==> src/rtl/experiment_shot_scheduler.sv <==
// -----------------------------------------------------------------------------
// experiment_shot_scheduler
//
// Campaign-level controller that fires a programmed number of experiment shots.
// For each shot it waits for the detector to report ready, then waits for the
// fast-gate window to close, then drives a fixed-length start pulse into the
// experiment FSM. After that it waits for the experiment's output trigger and
// holds off for a cooldown period before the next shot. If a shot never
// completes, the controller parks in FAULT until the operator drops the run
// request.
//
// Parameters
//   SHOT_W           width of the shot total and the shot counter
//   TIMER_W          width of the shared per-state cycle timer
//   START_CYCLES     start pulse length in clocks
//   COOLDOWN_CYCLES  minimum idle clocks between shots
//   TIMEOUT_CYCLES   maximum clocks in WAIT_SHOT before declaring a fault
//
// Ports
//   clock           in   system clock
//   reset_signal    in   asynchronous active-low reset
//   run_request     in   level; a rising edge starts a campaign
//   abort           in   ends any campaign in progress
//   shot_total      in   shots per campaign, latched at campaign start
//   fg_signal       in   fast-gate opto (asynchronous, 2-flop synchronised)
//   detector_ready  in   detector ready (asynchronous, 2-flop synchronised)
//   output_trigger  in   experiment FSM shot-complete (same clock domain)
//   start_signal    out  start pulse to the experiment FSM
//   busy            out  high in every state except IDLE
//   done_pulse      out  one-cycle pulse when a campaign completes
//   timeout_flag    out  set when a shot timed out; cleared at next campaign
//   shots_done      out  completed shots in the current or last campaign
//   sched_state     out  current state encoding, for debug
// -----------------------------------------------------------------------------
module experiment_shot_scheduler #(
   parameter int SHOT_W          = 8,
   parameter int TIMER_W         = 24,
   parameter int START_CYCLES    = 20000,
   parameter int COOLDOWN_CYCLES = 1300000,
   parameter int TIMEOUT_CYCLES  = 4000000
) (
   input  logic              clock,
   input  logic              reset_signal,
   input  logic              run_request,
   input  logic              abort,
   input  logic [SHOT_W-1:0] shot_total,
   input  logic              fg_signal,
   input  logic              detector_ready,
   input  logic              output_trigger,
   output logic              start_signal,
   output logic              busy,
   output logic              done_pulse,
   output logic              timeout_flag,
   output logic [SHOT_W-1:0] shots_done,
   output logic [2:0]        sched_state
);

   typedef enum logic [2:0] {
      S_IDLE       = 3'd0,
      S_WAIT_READY = 3'd1,
      S_WAIT_GATE  = 3'd2,
      S_START      = 3'd3,
      S_WAIT_SHOT  = 3'd4,
      S_COOLDOWN   = 3'd5,
      S_DONE       = 3'd6,
      S_FAULT      = 3'd7
   } state_t;

   // Terminal timer values: the timer reads 0 on the first cycle in a state,
   // so reaching N-1 means the state has been occupied for exactly N cycles.
   localparam logic [TIMER_W-1:0] START_LAST    = TIMER_W'(START_CYCLES - 1);
   localparam logic [TIMER_W-1:0] COOLDOWN_LAST = TIMER_W'(COOLDOWN_CYCLES - 1);
   localparam logic [TIMER_W-1:0] TIMEOUT_LAST  = TIMER_W'(TIMEOUT_CYCLES - 1);

   state_t              r_state;
   state_t              w_next_state;

   logic                r_fg_meta;
   logic                r_fg_sync;
   logic                r_fg_prev;
   logic                r_rdy_meta;
   logic                r_rdy_sync;
   logic                r_run_prev;
   logic                r_trig_prev;
   logic                r_trig_rise;

   logic [TIMER_W-1:0]  r_timer;
   logic [SHOT_W-1:0]   r_shot_total;
   logic [SHOT_W-1:0]   r_shots_done;
   logic                r_start;
   logic                r_busy;
   logic                r_done;
   logic                r_timeout;

   logic                w_fg_fall;
   logic                w_run_rise;
   logic [SHOT_W-1:0]   w_shots_inc;
   logic                w_campaign_start;
   logic                w_shot_count;

   // --------------------------------------------------------------------------
   // Input conditioning
   // --------------------------------------------------------------------------
   // The gate and ready inputs come from outside the clock domain and get two
   // flops each. The falling edge of the gate is taken combinationally from the
   // synchronised value and its one-cycle-old copy, so the state register sees
   // it on the third clock after the raw fall.
   always_ff @(posedge clock or negedge reset_signal) begin
      if (!reset_signal) begin
         r_fg_meta  <= 1'b0;
         r_fg_sync  <= 1'b0;
         r_fg_prev  <= 1'b0;
         r_rdy_meta <= 1'b0;
         r_rdy_sync <= 1'b0;
      end else begin
         // NOTE: every clocked register uses non-blocking assignment so that all
         // flops sample their inputs from the same pre-edge values; a blocking
         // '=' here would collapse the two synchroniser stages into one.
         r_fg_meta  <= fg_signal;
         r_fg_sync  <= r_fg_meta;
         r_fg_prev  <= r_fg_sync;
         r_rdy_meta <= detector_ready;
         r_rdy_sync <= r_rdy_meta;
      end
   end

   assign w_fg_fall = r_fg_prev & ~r_fg_sync;

   // run_request and output_trigger are already in this clock domain. The
   // trigger edge is registered, so the shot counter moves two clocks after the
   // raw trigger rise; a trigger edge that lands outside WAIT_SHOT is dropped.
   always_ff @(posedge clock or negedge reset_signal) begin
      if (!reset_signal) begin
         r_run_prev  <= 1'b0;
         r_trig_prev <= 1'b0;
         r_trig_rise <= 1'b0;
      end else begin
         r_run_prev  <= run_request;
         r_trig_prev <= output_trigger;
         r_trig_rise <= output_trigger & ~r_trig_prev;
      end
   end

   assign w_run_rise  = run_request & ~r_run_prev;
   assign w_shots_inc = r_shots_done + SHOT_W'(1);

   // --------------------------------------------------------------------------
   // State machine
   // --------------------------------------------------------------------------
   always_ff @(posedge clock or negedge reset_signal) begin
      if (!reset_signal) begin
         r_state <= S_IDLE;
      end else begin
         r_state <= w_next_state;
      end
   end

   always_comb begin
      // NOTE: every signal driven here gets a default before any branch, so
      // no path leaves it unassigned and no latch is inferred.
      w_next_state     = r_state;
      w_campaign_start = 1'b0;
      w_shot_count     = 1'b0;

      if ((r_state != S_IDLE) && abort) begin
         // Abort beats every other transition, including a trigger edge.
         w_next_state = S_IDLE;
      end else begin
         unique case (r_state)
            S_IDLE: begin
               // A zero shot total would never reach DONE; refuse it.
               if (w_run_rise && (shot_total != '0)) begin
                  w_next_state     = S_WAIT_READY;
                  w_campaign_start = 1'b1;
               end
            end
            S_WAIT_READY: begin
               if (r_rdy_sync) begin
                  w_next_state = S_WAIT_GATE;
               end
            end
            S_WAIT_GATE: begin
               // Fire just after the gate window closes.
               if (w_fg_fall) begin
                  w_next_state = S_START;
               end
            end
            S_START: begin
               if (r_timer == START_LAST) begin
                  w_next_state = S_WAIT_SHOT;
               end
            end
            S_WAIT_SHOT: begin
               // The trigger is tested first so a trigger on the final
               // timeout cycle still counts as a completed shot.
               if (r_trig_rise) begin
                  w_shot_count = 1'b1;
                  if (w_shots_inc == r_shot_total) begin
                     w_next_state = S_DONE;
                  end else begin
                     w_next_state = S_COOLDOWN;
                  end
               end else if (r_timer == TIMEOUT_LAST) begin
                  w_next_state = S_FAULT;
               end
            end
            S_COOLDOWN: begin
               if (r_timer == COOLDOWN_LAST) begin
                  w_next_state = S_WAIT_READY;
               end
            end
            S_DONE: begin
               w_next_state = S_IDLE;
            end
            S_FAULT: begin
               // Hold the fault until the operator withdraws the request.
               if (!run_request) begin
                  w_next_state = S_IDLE;
               end
            end
            default: begin
               w_next_state = S_IDLE;
            end
         endcase
      end
   end

   // --------------------------------------------------------------------------
   // Shared timer: zero on the first cycle of every state, then counts up and
   // sticks at all-ones rather than wrapping back into a terminal value.
   // --------------------------------------------------------------------------
   always_ff @(posedge clock or negedge reset_signal) begin
      if (!reset_signal) begin
         r_timer <= '0;
      end else if (w_next_state != r_state) begin
         r_timer <= '0;
      end else if (!(&r_timer)) begin
         r_timer <= r_timer + TIMER_W'(1);
      end
   end

   // --------------------------------------------------------------------------
   // Campaign bookkeeping and registered outputs
   // --------------------------------------------------------------------------
   always_ff @(posedge clock or negedge reset_signal) begin
      if (!reset_signal) begin
         r_shot_total <= '0;
         r_shots_done <= '0;
         r_timeout    <= 1'b0;
      end else begin
         if (w_campaign_start) begin
            r_shot_total <= shot_total;
            r_shots_done <= '0;
            r_timeout    <= 1'b0;
         end else begin
            // The counter can only wrap if the total exceeds 2^SHOT_W-1,
            // which the port width rules out.
            if (w_shot_count) begin
               r_shots_done <= w_shots_inc;
            end
            // Sticky through FAULT and the return to IDLE.
            if (w_next_state == S_FAULT) begin
               r_timeout <= 1'b1;
            end
         end
      end
   end

   // The start pulse trails the START state by one clock, so it stays high for
   // exactly START_CYCLES clocks. An abort clears it on the same edge that
   // sends the state back to IDLE.
   always_ff @(posedge clock or negedge reset_signal) begin
      if (!reset_signal) begin
         r_start <= 1'b0;
         r_busy  <= 1'b0;
         r_done  <= 1'b0;
      end else begin
         r_start <= (r_state == S_START) && !abort;
         r_busy  <= (w_next_state != S_IDLE);
         r_done  <= (w_next_state == S_DONE);
      end
   end

   assign start_signal = r_start;
   assign busy         = r_busy;
   assign done_pulse   = r_done;
   assign timeout_flag = r_timeout;
   assign shots_done   = r_shots_done;
   assign sched_state  = r_state;

   // --------------------------------------------------------------------------
   // Structural invariants
   // --------------------------------------------------------------------------
   a_busy_tracks_state : assert property (
      @(posedge clock) disable iff (!reset_signal)
      busy == (r_state != S_IDLE));

   a_done_single_cycle : assert property (
      @(posedge clock) disable iff (!reset_signal)
      done_pulse |=> !done_pulse);

   a_start_implies_busy : assert property (
      @(posedge clock) disable iff (!reset_signal)
      start_signal |-> busy);

endmodule

==> config.mk <==
export PLATFORM = sky130hd
export DESIGN_NAME = experiment_shot_scheduler
export DESIGN_NICKNAME = d
export VERILOG_FILES = /design/src/rtl/experiment_shot_scheduler.sv
export SDC_FILE = /design/constraint.sdc
export NUM_CORES = 1
export LEC_CHECK = 0
export ABC_AREA = 1
export BUFFER_PORTS_ARGS = -buffer_cell sky130_fd_sc_hd__buf_2
export CAP_MARGIN = 5
export CORE_MARGIN = 5
export CORE_UTILIZATION = 38
export DETAILED_ROUTE_END_ITERATION = 16
export GPL_ROUTABILITY_DRIVEN = 0
export PLACE_DENSITY = 0.56
export SLEW_MARGIN = 10
export SYNTH_ARGS = -nofsm -noshare
export SYNTH_HDL_FRONTEND = slang
export SYNTH_SLANG_ARGS = --single-unit
==> constraint.sdc <==
create_clock -name clock -period 2.7 [get_ports clock]
set_input_delay 0.27 -clock clock [delete_from_list [all_inputs] [get_ports clock]]
set_output_delay 0.27 -clock clock [all_outputs]
set_load 0.1 [all_outputs]
# After elaboration in Yosys (flattened, before gate mapping)
# Cells that the tools add are included.
# op_classes
n_addsub	2
n_eq_ne	15
mux	23
bitwise_logic	6
n_reduce_logical	11
# op_table
cell	n
$mux 24	2
$mux 3	9
$add 24x1->24 const B	1
$eq 24x15->1 const B	1
$eq 24x21->1 const B	1
$eq 24x22->1 const B	1
$pmux 3 s8	1
$reduce_and 24->1	1
$eq 3x3->1 const B	6
$mux 8	2
$add 8x1->8 const B	1
$eq 8x8->1	1
$mux 1	8
$reduce_bool 8->1	1
$eq 3x2->1 const B	2
$reduce_bool 3->1	2
$reduce_bool 2->1	2
$and 1x1->1	3
$eq 3x1->1 const B	1
$logic_and 1x1->1	3
$logic_not 3->1	1
$ne 3x3->1	1
$not 1->1	3
$mux 2	1
2 further kinds	2
# word_totals
regBits	55
input_bits	15
out_inout_bits	15

# Longest topological paths before layout
# Gate-level depths: netlist of the first run.
# logic_depth
depth_word	9
mapped_depth	21
ltp_nobuf	20

# Worst setup path after synthesis of the first run
# No wires, ideal clock.
# synth_timing
path_kind	reg2reg
start	register r_shots_done[0] (netlist: shots_done[0])
end	register r_timer[14]
setup_time_ns	0.122
arrival_ns	2.783
slack_ns	-0.206
stages_incl_launch_ff	22
cell_sequence	dfrtp_1 -> ha_1 -> nand2_2 -> nor2_2 -> nand2_1 -> nand2_1 -> nand2_1 -> nand2_1 -> nand2_1 -> nor2_2 -> nand3_2 -> nand2_2 -> nand2_1 -> nand2_1 -> nand2_1 -> nand2_2 -> nand2_2 -> nand2_2 -> nand2_2 -> nand2_4 -> buf_12 -> nor2_2
# synth_via
elab_chain_len	8
# synth_rtl
item	line	rtl
from (decl)	89	logic [SHOT_W-1:0] r_shots_done;
from (signal assigned)	259	r_shots_done <= w_shots_inc;
$add 8x1->8 *	145	assign w_shots_inc = r_shots_done + SHOT_W'(1);
$eq 8x8->1 *	198	if (w_shots_inc == r_shot_total) begin
$mux 2 *	198	
$mux 3 *	196	if (r_trig_rise) begin
$pmux 3 s8 *	169	unique case (r_state)
$mux 3 *	165	if ((r_state != S_IDLE) && abort) begin
net w_next_state[0]	76	state_t w_next_state;
$ne 3x3->1 *	235	end else if (w_next_state != r_state) begin
$ne 2x2->1 (no source line) or $mux 24 (tied branches)	n/a	
to (signal assigned)	238	r_timer <= r_timer + TIMER_W'(1);
to (decl)	87	logic [TIMER_W-1:0] r_timer;
# The timed path passes the listed nets; every way through them passes the cells marked *.
# A chain may end at the register's enable or synchronous reset.

# Worst setup path in the final report of the first run
# layout_timing
start	register r_shots_done[0] (netlist: shots_done[0])
end	register r_timer[1]
# Same word-level chain as after synthesis.

==> results.md, run 1 <==
- Detailed placer's ending HPWL: 5.58 mm
- Vias per cell: 4.96
- Worst path bufs/invs: 0
- Worst path most repeated cell: nand2_1
- Leading cell types in the layout, fill and taps excluded: 92 x nand2_1, 57 x inv_1, 53 x dfrtp_1
- Syn Inst Count: 409
- Critical Path AT: 2620 ps
- Clock-pin slew on the worst setup and hold paths: 100 ps
- Initial detailed-routing violation count: 117
- Met2 Use GR: 25.5%
- Total Wirelength: 7.14 mm
- Slowest cell on crit path: dfrtp_2
- Die Width: 101 um
- WL per Instance: 12.9 um
- Pre-CTS WS: 203 ps
- Min Clock Period, post-route: 2420 ps
- Distinct cells, synth: 32
- N_diodes: 0
- CTS tree: built
- Final setup fails: 0
- Startpoint Class: register
- Final worst slack: 283 ps
- Grt met1 use: 20.9%
- CTS sink count: 55
- Syn Nets: 426
- Cell row count: 33
- Commonest non-fill, non-tap cell in the layout: nand2_1
- Die Y: 101 um
- Global-route wire length before repair: 12.7 mm
- Register bit count reported by yosys: 55
- IO buf count: 29
- Global router's overall resource usage: 15.4%
- Syn Area/Cell: 7.67 um^2
- Max incr delay on CP: 480 ps
- Postcts setup bufs: 0
- Via Count: 2750
- PwrDens: 647 mW/mm^2
- Status: finished clean
- CP endpoint kind: register
- Final Cycle Share: 89.5%
- Synthesized area: 0.00314 mm^2
- Peak Freq: 414 MHz
- Share of post-route cells with drive strength above 1: 19.4%
- Initial DRT Pass Iterations: 4
- Starting Density: 38.5%
- Worst rel slew slack: 66.1%
- DRC violations left: 0
- Hold Crit Class: in2reg
- CTS Buffer Depth: 2
- Yosys warns: 0
- Maxcap violations: 0
- Setup TNS: 0 ps
- CP required: 2900 ps
- Clock latency on the worst-skew pair: 310 ps
- Top Usage Layer GRT: met2
- M3 GR Usage: 2.91%
- Area of the core: 0.00813 mm^2
- Type of the worst setup path: reg2reg
- Worst Tran Pin Value: 507 ps
- Vias in the first global route: 2774
- Syn-to-layout area delta: 12.5%
- CP max FO: 24
- Pwr Total: 2.28 mW
- Pins Over Slew Limit: 0
- Total gr overflow: 0
- # H-tree levels: 2
- Final non-filler cell total: 554
- Die footprint: 0.0102 mm^2
- LEAKAGE: 1.66 nW
- Worst vdd ir: 0.000694 V
- TritonCTS buffer count: 5
- Crit-path cells: ha_1, nand2_2, nor2_2, nand2_1, nand2_1, nand2_1, nand2_1, nand2_1, nor2_2, nand3_2, nand2_2, nand2_1, nand2_1, nand2_1, nand2_2, nand2_2, nand2_2, nand2_2, nand2_8, nor2_1
- Largest net degree at the start of global routing: 28
- Clock Skews: 7.14 ps
- I/O pins: 30
- Seq/Total Area, Yosys: 43.9%
- Final ANT Viol Nets: 0
- Root buffer cell: clkbuf_8
- Fin nets: 465
- Fill cell count: 826
- DP Cell Count: 545
- Initial antenna violation count: 0
- Final hold violation count: 0
- RSZ-0062 raised after global routing: false
- CP top delay family: simple AND/OR/NAND/NOR gates
cells in the mapped netlist:
master | count | share of area, %
nand2_4 | 1 | 0.36
xnor2_1 | 1 | 0.28
inv_1 | 57 | 6.8
buf_2 | 2 | 0.32
nand3_2 | 3 | 0.96
nand3b_1 | 3 | 0.72
nor3_1 | 12 | 1.9
nand4_1 | 8 | 1.6
a31oi_1 | 1 | 0.20
o21ai_0 | 16 | 2.6
o21bai_1 | 2 | 0.48
nor3_2 | 1 | 0.32
buf_12 | 2 | 1.3
clkbuf_1 | 1 | 0.12
ha_1 | 2 | 0.80
o211ai_1 | 1 | 0.24
nor2_2 | 22 | 4.4
nand3_1 | 37 | 5.9
a21oi_1 | 7 | 1.1
nor4_1 | 7 | 1.4
nor2_4 | 3 | 1.1
nor3b_1 | 1 | 0.24
a22oi_1 | 1 | 0.24
o31ai_1 | 1 | 0.24
nand2_1 | 92 | 11
nor2_1 | 44 | 5.3
xor2_1 | 13 | 3.6
nand2_2 | 9 | 1.8
o22ai_1 | 2 | 0.40
dfrtp_1 | 55 | 44
inv_2 | 1 | 0.12
mux2i_1 | 1 | 0.32
final timing paths:
kind                                      startpoint  depth (start not counted)                        end  slack [ps]
setup reg to reg           shots_done[0]$_DFFE_PN0P_                         20     r_timer[1]$_DFFE_PN0P_         280
hold reg to reg                  r_fg_meta$_DFF_PN0_                          0        r_fg_sync$_DFF_PN0_         360
max in group asynchronous               reset_signal                          3  shots_done[0]$_DFFE_PN0P_        1650
setup / recovery           shots_done[0]$_DFFE_PN0P_                         20     r_timer[1]$_DFFE_PN0P_         280
hold / removal                             fg_signal                          1        r_fg_meta$_DFF_PN0_          60
min in group asynchronous               reset_signal                          2  shots_done[3]$_DFFE_PN0P_         380
flip-flops by register name (all words and copies together) (netlist names), 3 cells and up:
register	flops
r_timer	24
r_shot_total	8
sched_state	3
shots_done	8
cells by family after synthesis:
logic type                 synth area share (%)
muxes                                     0.319
buffers and inverters                      8.66
AOI/OAI and AO/OA                          5.47
DFF                                        43.9
and+or+nand+nor                            37.0
adders and majority gates                 0.798
xor gates and xnor gates                   3.91
cell type report:
| cell class | count | area, um^2 | share of cell area, % |
|---|---|---|---|
| tap | 105 | 131 | 3.72 |
| timing repair buffer | 37 | 208 | 5.89 |
| clock buffer | 5 | 68.8 | 1.95 |
| inverter | 58 | 218 | 6.17 |
| clock inverter | 3 | 22.5 | 0.638 |
| sequential | 55 | 1380 | 39.1 |
| multi-input combinational | 291 | 1500 | 42.6 |
power by group:
part	total [mW]	internal (mW)	leakage [nW]	switching [mW]
Sequential	0.989	0.920	0.730	0.0694
Combinational	0.815	0.213	0.877	0.602
Clock	0.477	0.189	0.0489	0.289
Total	2.28	1.32	1.66	0.960
per-layer routing:
metal,vias to the layer above,part of all wire [%]
li1,1382,-
met1,1281,48
met2,77,46
met3,10,5.2
met4,0,1.1
met5,-,0
through the flow:
stage,area [um^2],hold WS (ps),util (%)
2_1_floorplan,3140,-25.6,-
3_3_place_gp,3410,179,42.0
3_5_place_dp,3410,187,42.0
4_1_cts,3510,42.1,43.2
5_1_grt,3530,29.5,43.4
6_report,3530,58.3,43.4
repair_timing:
item | CTS | global route
endpoints found under the hold margin | 10 | 0
hold buffers | 1 | 0
endpoints found under the setup margin | 0 | 24
gates resized for setup | 0 | 2
Note: power is estimated with default switching activity, not from simulation.
==> inputs of run 2 (changes only) <==
--- a/config.mk
+++ b/config.mk
@@ -12,7 +12,7 @@
 export CORE_UTILIZATION = 38
 export DETAILED_ROUTE_END_ITERATION = 16
 export GPL_ROUTABILITY_DRIVEN = 0
-export PLACE_DENSITY = 0.56
+export PLACE_DENSITY = 0.58
 export SLEW_MARGIN = 10
 export SYNTH_ARGS = -nofsm -noshare
 export SYNTH_HDL_FRONTEND = slang
==> constraint.sdc (replaced) <==
create_clock -name clock -period 1.98 [get_ports clock]
set_input_delay 0.198 -clock clock [delete_from_list [all_inputs] [get_ports clock]]
set_output_delay 0.198 -clock clock [all_outputs]
set_load 0.1 [all_outputs]
==> run 2 against run 1 <==
The run now ends with negative setup slack left; setup slack lost 590 ps; sequential cell count unchanged; via count up 8.7%; critical path depth is 1 higher; register-to-register slack lost 590 ps; cell count up 14%; largest cell class unchanged.
==> results.md, run 2 (synthesis results as in run 1) <==
- PwrDens: 835 mW/mm^2
- Detailed placer's ending HPWL: 6.24 mm
- Clock latency on the worst-skew pair: 320 ps
- Worst R2R Path Depth: 21
- Failing checks: negative setup slack
- Setup slack, reg-to-reg: -300 ps
- Cell row count: 33
- Min Clock Period, post-route: 2280 ps
- CP endpoint kind: register
- # H-tree levels: 2
- CTS Buffer Depth: 2
- Die Y: 101 um
- Hold path start: abort
- Total Wirelength: 7.84 mm
- Initial antenna violation count: 0
- RSZ-0062 raised after global routing: true
- Status: finished with violations
- Starting Density: 38.5%
- Type of the worst setup path: reg2reg
- Root buffer cell: clkbuf_8
- Final Cycle Share: 115%
- Final setup fails: 27
- Via Count: 2988
- CP max FO: 7
- DRC violations left: 0
- Final non-filler cell total: 633
- Startpoint Class: register
- Final hold violation count: 0
- Clock-pin slew on the worst setup and hold paths: 120 ps
- Global router's overall resource usage: 16.7%
- Final worst slack: -303 ps
- Final ANT Viol Nets: 0
- Initial DRT Pass Iterations: 4
- Final hold slack: 57.1 ps
- Area of the core: 0.00813 mm^2
- I/O pins: 30
- Clock Skews: 25.6 ps
- DP Cell Count: 614
- CTS tree: built
- Worst Tran Pin Value: 499 ps
- Worst vdd ir: 0.000589 V
- Hold Path Sink: start_signal$_DFF_PN0_
- Hold Crit Class: in2reg
- Pins Over Slew Limit: 0
- Worst Hold Depth: 2
- Share of post-route cells with drive strength above 1: 34.3%
- N_diodes: 0
- Leading cell types in the layout, fill and taps excluded: 90 x nand2_1, 79 x buf_4, 56 x inv_1
- Syn-to-layout area delta: 35.8%
- Peak Freq: 438 MHz
- Largest Register: r_timer
- Largest net degree at the start of global routing: 31
- Die footprint: 0.0102 mm^2
- Initial detailed-routing violation count: 135
- Total gr overflow: 0
- Critical Path AT: 2480 ps
- Global-route wire length before repair: 13.8 mm
- LEAKAGE: 2.07 nW
- Maxcap violations: 0
- TritonCTS buffer count: 5
- Max FFs per register: 24
- Crit path launch: shots_done[0]$_DFFE_PN0P_
- Critical R2R Capture: r_timer[3]$_DFFE_PN0P_
- Worst rel slew slack: 67.0%
- CTS sink count: 55
- Fin nets: 544
- R2r startpoint: shots_done[0]$_DFFE_PN0P_
- WL per Instance: 12.4 um
- Pre-CTS WS: -275 ps
- CP required: 2170 ps
- Vias per cell: 4.72
- Vias in the first global route: 3013
- Commonest non-fill, non-tap cell in the layout: nand2_1
- IO buf count: 29
- Die Width: 101 um
-- run 2: layout make-up --
| class | count | area (um^2) |
|---|---|---|
| flip-flops and latches | 55 | 1400 |
| well taps | 105 | 131 |
| fillers | 790 | 3880 |
| repair buffers | 116 | 856 |
| clock buffers | 6 | 82.6 |
| clock inverters | 2 | 17.5 |
| multi-input cells | 291 | 1550 |
| inverters | 58 | 218 |
-- run 2: worst max-delay path by stage --
stage	endpoint	slack [ps]
finish	r_timer[3]$_DFFE_PN0P_	-300
CTS	r_timer[3]$_DFFE_PN0P_	-310
detailed placement	r_timer[3]$_DFFE_PN0P_	-270
global placement	r_timer[3]$_DFFE_PN0P_	-230
floorplan	r_timer[14]$_DFFE_PN0P_	-330
global route	r_timer[3]$_DFFE_PN0P_	-440
-- run 2: through the flow --
stage	util (%)	total power, mW	instance area (um^2)	TNS (ps)
6_report	52.3	3.55	4260	-7170
5_1_grt	52.3	3.79	4260	-11010
4_1_cts	52.1	3.58	4240	-7580
3_5_place_dp	49.2	2.73	4000	-6300
3_3_place_gp	49.2	2.70	4000	-5200
2_1_floorplan	-	2.38	3180	-7450
-- run 2: layer usage --
metal / GRT usage, % / vias up / wire length, um
met3: 2.21 / 9 / 262
met1: 22.6 / 1394 / 3730
met4: 3.83 / 0 / 94
li1: - / 1533 / -
met2: 28.3 / 52 / 3750
met5: 0 / - / 0
-- run 2: power breakdown --
part | leakage (nW) | internal [mW] | total [mW] | switching, mW
Combinational | 1.30 | 0.603 | 1.52 | 0.916
Clock | 0.0522 | 0.294 | 0.691 | 0.397
Sequential | 0.714 | 1.26 | 1.34 | 0.0855
-- run 2: repair_timing --
action	4_1_cts	5_1_grt
endpoints found under the setup margin	28	29
pin swaps	11	8
endpoints found under the hold margin	59	0
hold buffers	5	0
setup buffers	5	1
resized for setup	8	4
cloned	1	0
-- run 2: critical path: stages (launching register included) --
cell and delay, ps:
dfrtp_4 470, ha_4 170, nand2_4 70, nor2_4 80, nand2_1 50, nand2_1 80, nand2_1 70, nand2_1 60
nand2_1 70, nor2_2 120, nand3_2 80, nand2_2 80, nand2_1 50, nand2_1 50, nand2_1 50, nand2_2 80
nand2_2 70, nand2_2 70, nand2_2 70, nand2_4 120, buf_12 140, nor2_1 50
==> inputs of run 3 (changes only) <==
--- a/config.mk
+++ b/config.mk
@@ -6,8 +6,8 @@
 export NUM_CORES = 1
 export LEC_CHECK = 0
 export ABC_AREA = 1
-export BUFFER_PORTS_ARGS = -buffer_cell sky130_fd_sc_hd__buf_2
-export CAP_MARGIN = 5
+export BUFFER_PORTS_ARGS = -buffer_cell sky130_fd_sc_hd__buf_4
+export CAP_MARGIN = 20
 export CORE_MARGIN = 5
 export CORE_UTILIZATION = 38
 export DETAILED_ROUTE_END_ITERATION = 16
==> run 3 against run 2 <==
The run still ends with negative setup slack left; sequential cell count did not move; cell count fell by 0.95%; clock skew fell by 13 ps; hold slack got worse by 18 ps; global-route usage fell by 0.73 points; first-iteration DRC count fell by 32%; routed wire length fell by 1.2%; sequential power barely moved.
==> results.md, run 3 (synthesis results as in run 1) <==
- Crit path launch: shots_done[0]$_DFFE_PN0P_
- Largest Register: r_timer
- Die Width: 101 um
- Hold Crit Class: in2reg
- Max FFs per register: 24
- R2r startpoint: shots_done[0]$_DFFE_PN0P_
- Slowest cell on crit path: dfrtp_4
- LEAKAGE: 2.05 nW
- Switching power: 1.42 mW
- Critical Path End: r_timer[4]$_DFFE_PN0P_
- RSZ-0062 raised after global routing: true
- Global-route wire length before repair: 13.2 mm
- Via Count: 2939
- Initial antenna violation count: 0
- Critical Path AT: 2470 ps
- Startpoint Class: register
- Type of the worst setup path: reg2reg
- Root buffer cell: clkbuf_8
- Final ANT Viol Nets: 0
- IO buf count: 29
- Area of the core: 0.00813 mm^2
- DRC violations left: 0
- DP Cell Count: 609
- Area after DPL: 0.00404 mm^2
- Power share of the combinational group: 44.8%
- Int Pwr: 2.19 mW
- Critical R2R Capture: r_timer[4]$_DFFE_PN0P_
- PwrDens: 836 mW/mm^2
- CTS sink count: 55
- Maxcap violations: 0
- CP required: 2180 ps
- Commonest non-fill, non-tap cell in the layout: buf_4
- # H-tree levels: 2
- CP max FO: 6
- CTS tree: built
- WL per Instance: 12.3 um
- Seq pwr share: 37.3%
- N_diodes: 0
- Leading cell types in the layout, fill and taps excluded: 101 x buf_4, 84 x nand2_1, 56 x inv_1
- Final worst slack: -286 ps
- Final hold violation count: 0
- TritonCTS buffer count: 5
- Clk pwr share: 18.0%
- Sw Share: 39.4%
- Pins Over Slew Limit: 0
- Initial detailed-routing violation count: 92
- Peak Freq: 441 MHz
- Crit-path cells: ha_4, inv_1, nand2_1, nand3_1, nand2_1, inv_1, nand3_2, nor2_4, nand3_2, nand2_2, nand2_1, nand2_1, nand2_1, nand2_2, nand2_2, nand2_2, nand2_2, nand2_4, clkbuf_16, nor2_2
- Die Y: 101 um
- Register Area: 0.00140 mm^2
- Starting Density: 38.5%
- Worst R2R Path Depth: 20
- Setup slack, reg-to-reg: -290 ps
- Detailed placer's ending HPWL: 6.03 mm
- Share of post-route cells with drive strength above 1: 36.4%
- Max incr delay on CP: 520 ps
- Failing checks: negative setup slack
- CP endpoint kind: register
- Fin nets: 538
- Final instance area: 0.00432 mm^2
- Vias in the first global route: 2935
- Clock-pin slew on the worst setup and hold paths: 110 ps
- Cell row count: 33
- Clock latency on the worst-skew pair: 310 ps
- Largest net degree at the start of global routing: 56
- Worst vdd ir: 0.000495 V
- Vias per cell: 4.69
- Fill cell count: 775
- Status: finished with violations
- Total gr overflow: 0
- Syn-to-layout area delta: 37.8%
- Setup TNS: -6820 ps
- Final Cycle Share: 114%
- Final non-filler cell total: 627
- CTS Buffer Depth: 2
- I/O pins: 30
- Area of the multi-input gates: 0.00160 mm^2
- Initial DRT Pass Iterations: 4
- Die footprint: 0.0102 mm^2
- Clock Skews: 12.2 ps
- Total Wirelength: 7.74 mm
- Global router's overall resource usage: 15.9%
- Worst Tran Pin Value: 700 ps
- Worst rel slew slack: 53.3%
- Min Clock Period, post-route: 2270 ps
- Final setup fails: 28
- Final hold slack: 39.0 ps
==> run 3: cell types whose count changed in the layout (fill, tap and decap cells not counted), moves of 2 or more <==
cell | before | now
inv_6 | 2 | 0
nor2_2 | 22 | 25
nor2_1 | 42 | 39
nand3_1 | 36 | 33
nand2_2 | 10 | 16
buf_2 | 29 | 0
nand2_1 | 90 | 84
nor3_1 | 11 | 9
buf_4 | 79 | 101
nor3_2 | 2 | 4
nand3_2 | 4 | 7
==> run 3: cell type report <==
cell class | count | share of cell area (%)
sequential | 55 | 32.3
clock inverter | 3 | 0.550
tap | 105 | 3.04
inverter | 58 | 5.04
clock buffer | 5 | 1.59
timing repair buffer | 110 | 20.5
multi-input combinational | 291 | 37.0
==> run 3: worst min-delay path by stage <==
stage               slack [ps]    startpoint                     endpoint  depth (start not counted)
floorplan                 -100  reset_signal               busy$_DFF_PN0_                          0
global placement           300  reset_signal  r_shot_total[5]$_DFFE_PN0P_                          1
detailed placement         300  reset_signal  r_shot_total[5]$_DFFE_PN0P_                          1
CTS                         30         abort       start_signal$_DFF_PN0_                          2
global route                30         abort       start_signal$_DFF_PN0_                          2
finish                      40         abort       start_signal$_DFF_PN0_                          2
==> run 3: per-stage QoR <==
step	power [mW]	utilization (%)	setup WS [ps]
6_report	3.61	53.1	-286
4_1_cts	3.48	52.1	-239
2_1_floorplan	2.38	-	-329
3_3_place_gp	2.73	49.6	-221
5_1_grt	3.83	53.1	-429
3_5_place_dp	2.74	49.6	-256
==> run 3: power by group through the flow <==
stage / combinational [mW] / sequential [mW] / clock [mW]
after floorplan: 0.829 / 1.55 / 0
after global placement: 1.36 / 1.37 / 0
after detailed placement: 1.37 / 1.37 / 0
after CTS: 1.47 / 1.34 / 0.673
after global routing: 1.74 / 1.36 / 0.722
final: 1.62 / 1.35 / 0.649
==> run 3: timing repair <==
action / CTS / global route
cloned: 0 / 1
hold buffers: 5 / 0
hold endpoints to repair: 59 / 0
setup endpoints to repair: 26 / 29
pin swaps: 0 / 3
buffers inserted: 2 / 2
gates resized for setup: 11 / 15
==> run 3: worst max-delay path: cells and delay by family, from the launching register on <==
kind          cells  cell delay (ps)
fa+ha+maj         1              190
flops             1              520
simple gates     16             1170
buf+inv           3              270
==> run 3: layer usage <==
| metal | wire, um | vias to the layer above | track usage (%) |
|---|---|---|---|
| met3 | 298 | 11 | 2.70 |
| met4 | 126 | 0 | 4.25 |
| met1 | 3590 | 1339 | 20.9 |
| met5 | 0 | - | 0 |
| met2 | 3730 | 60 | 27.2 |
| li1 | - | 1529 | - |
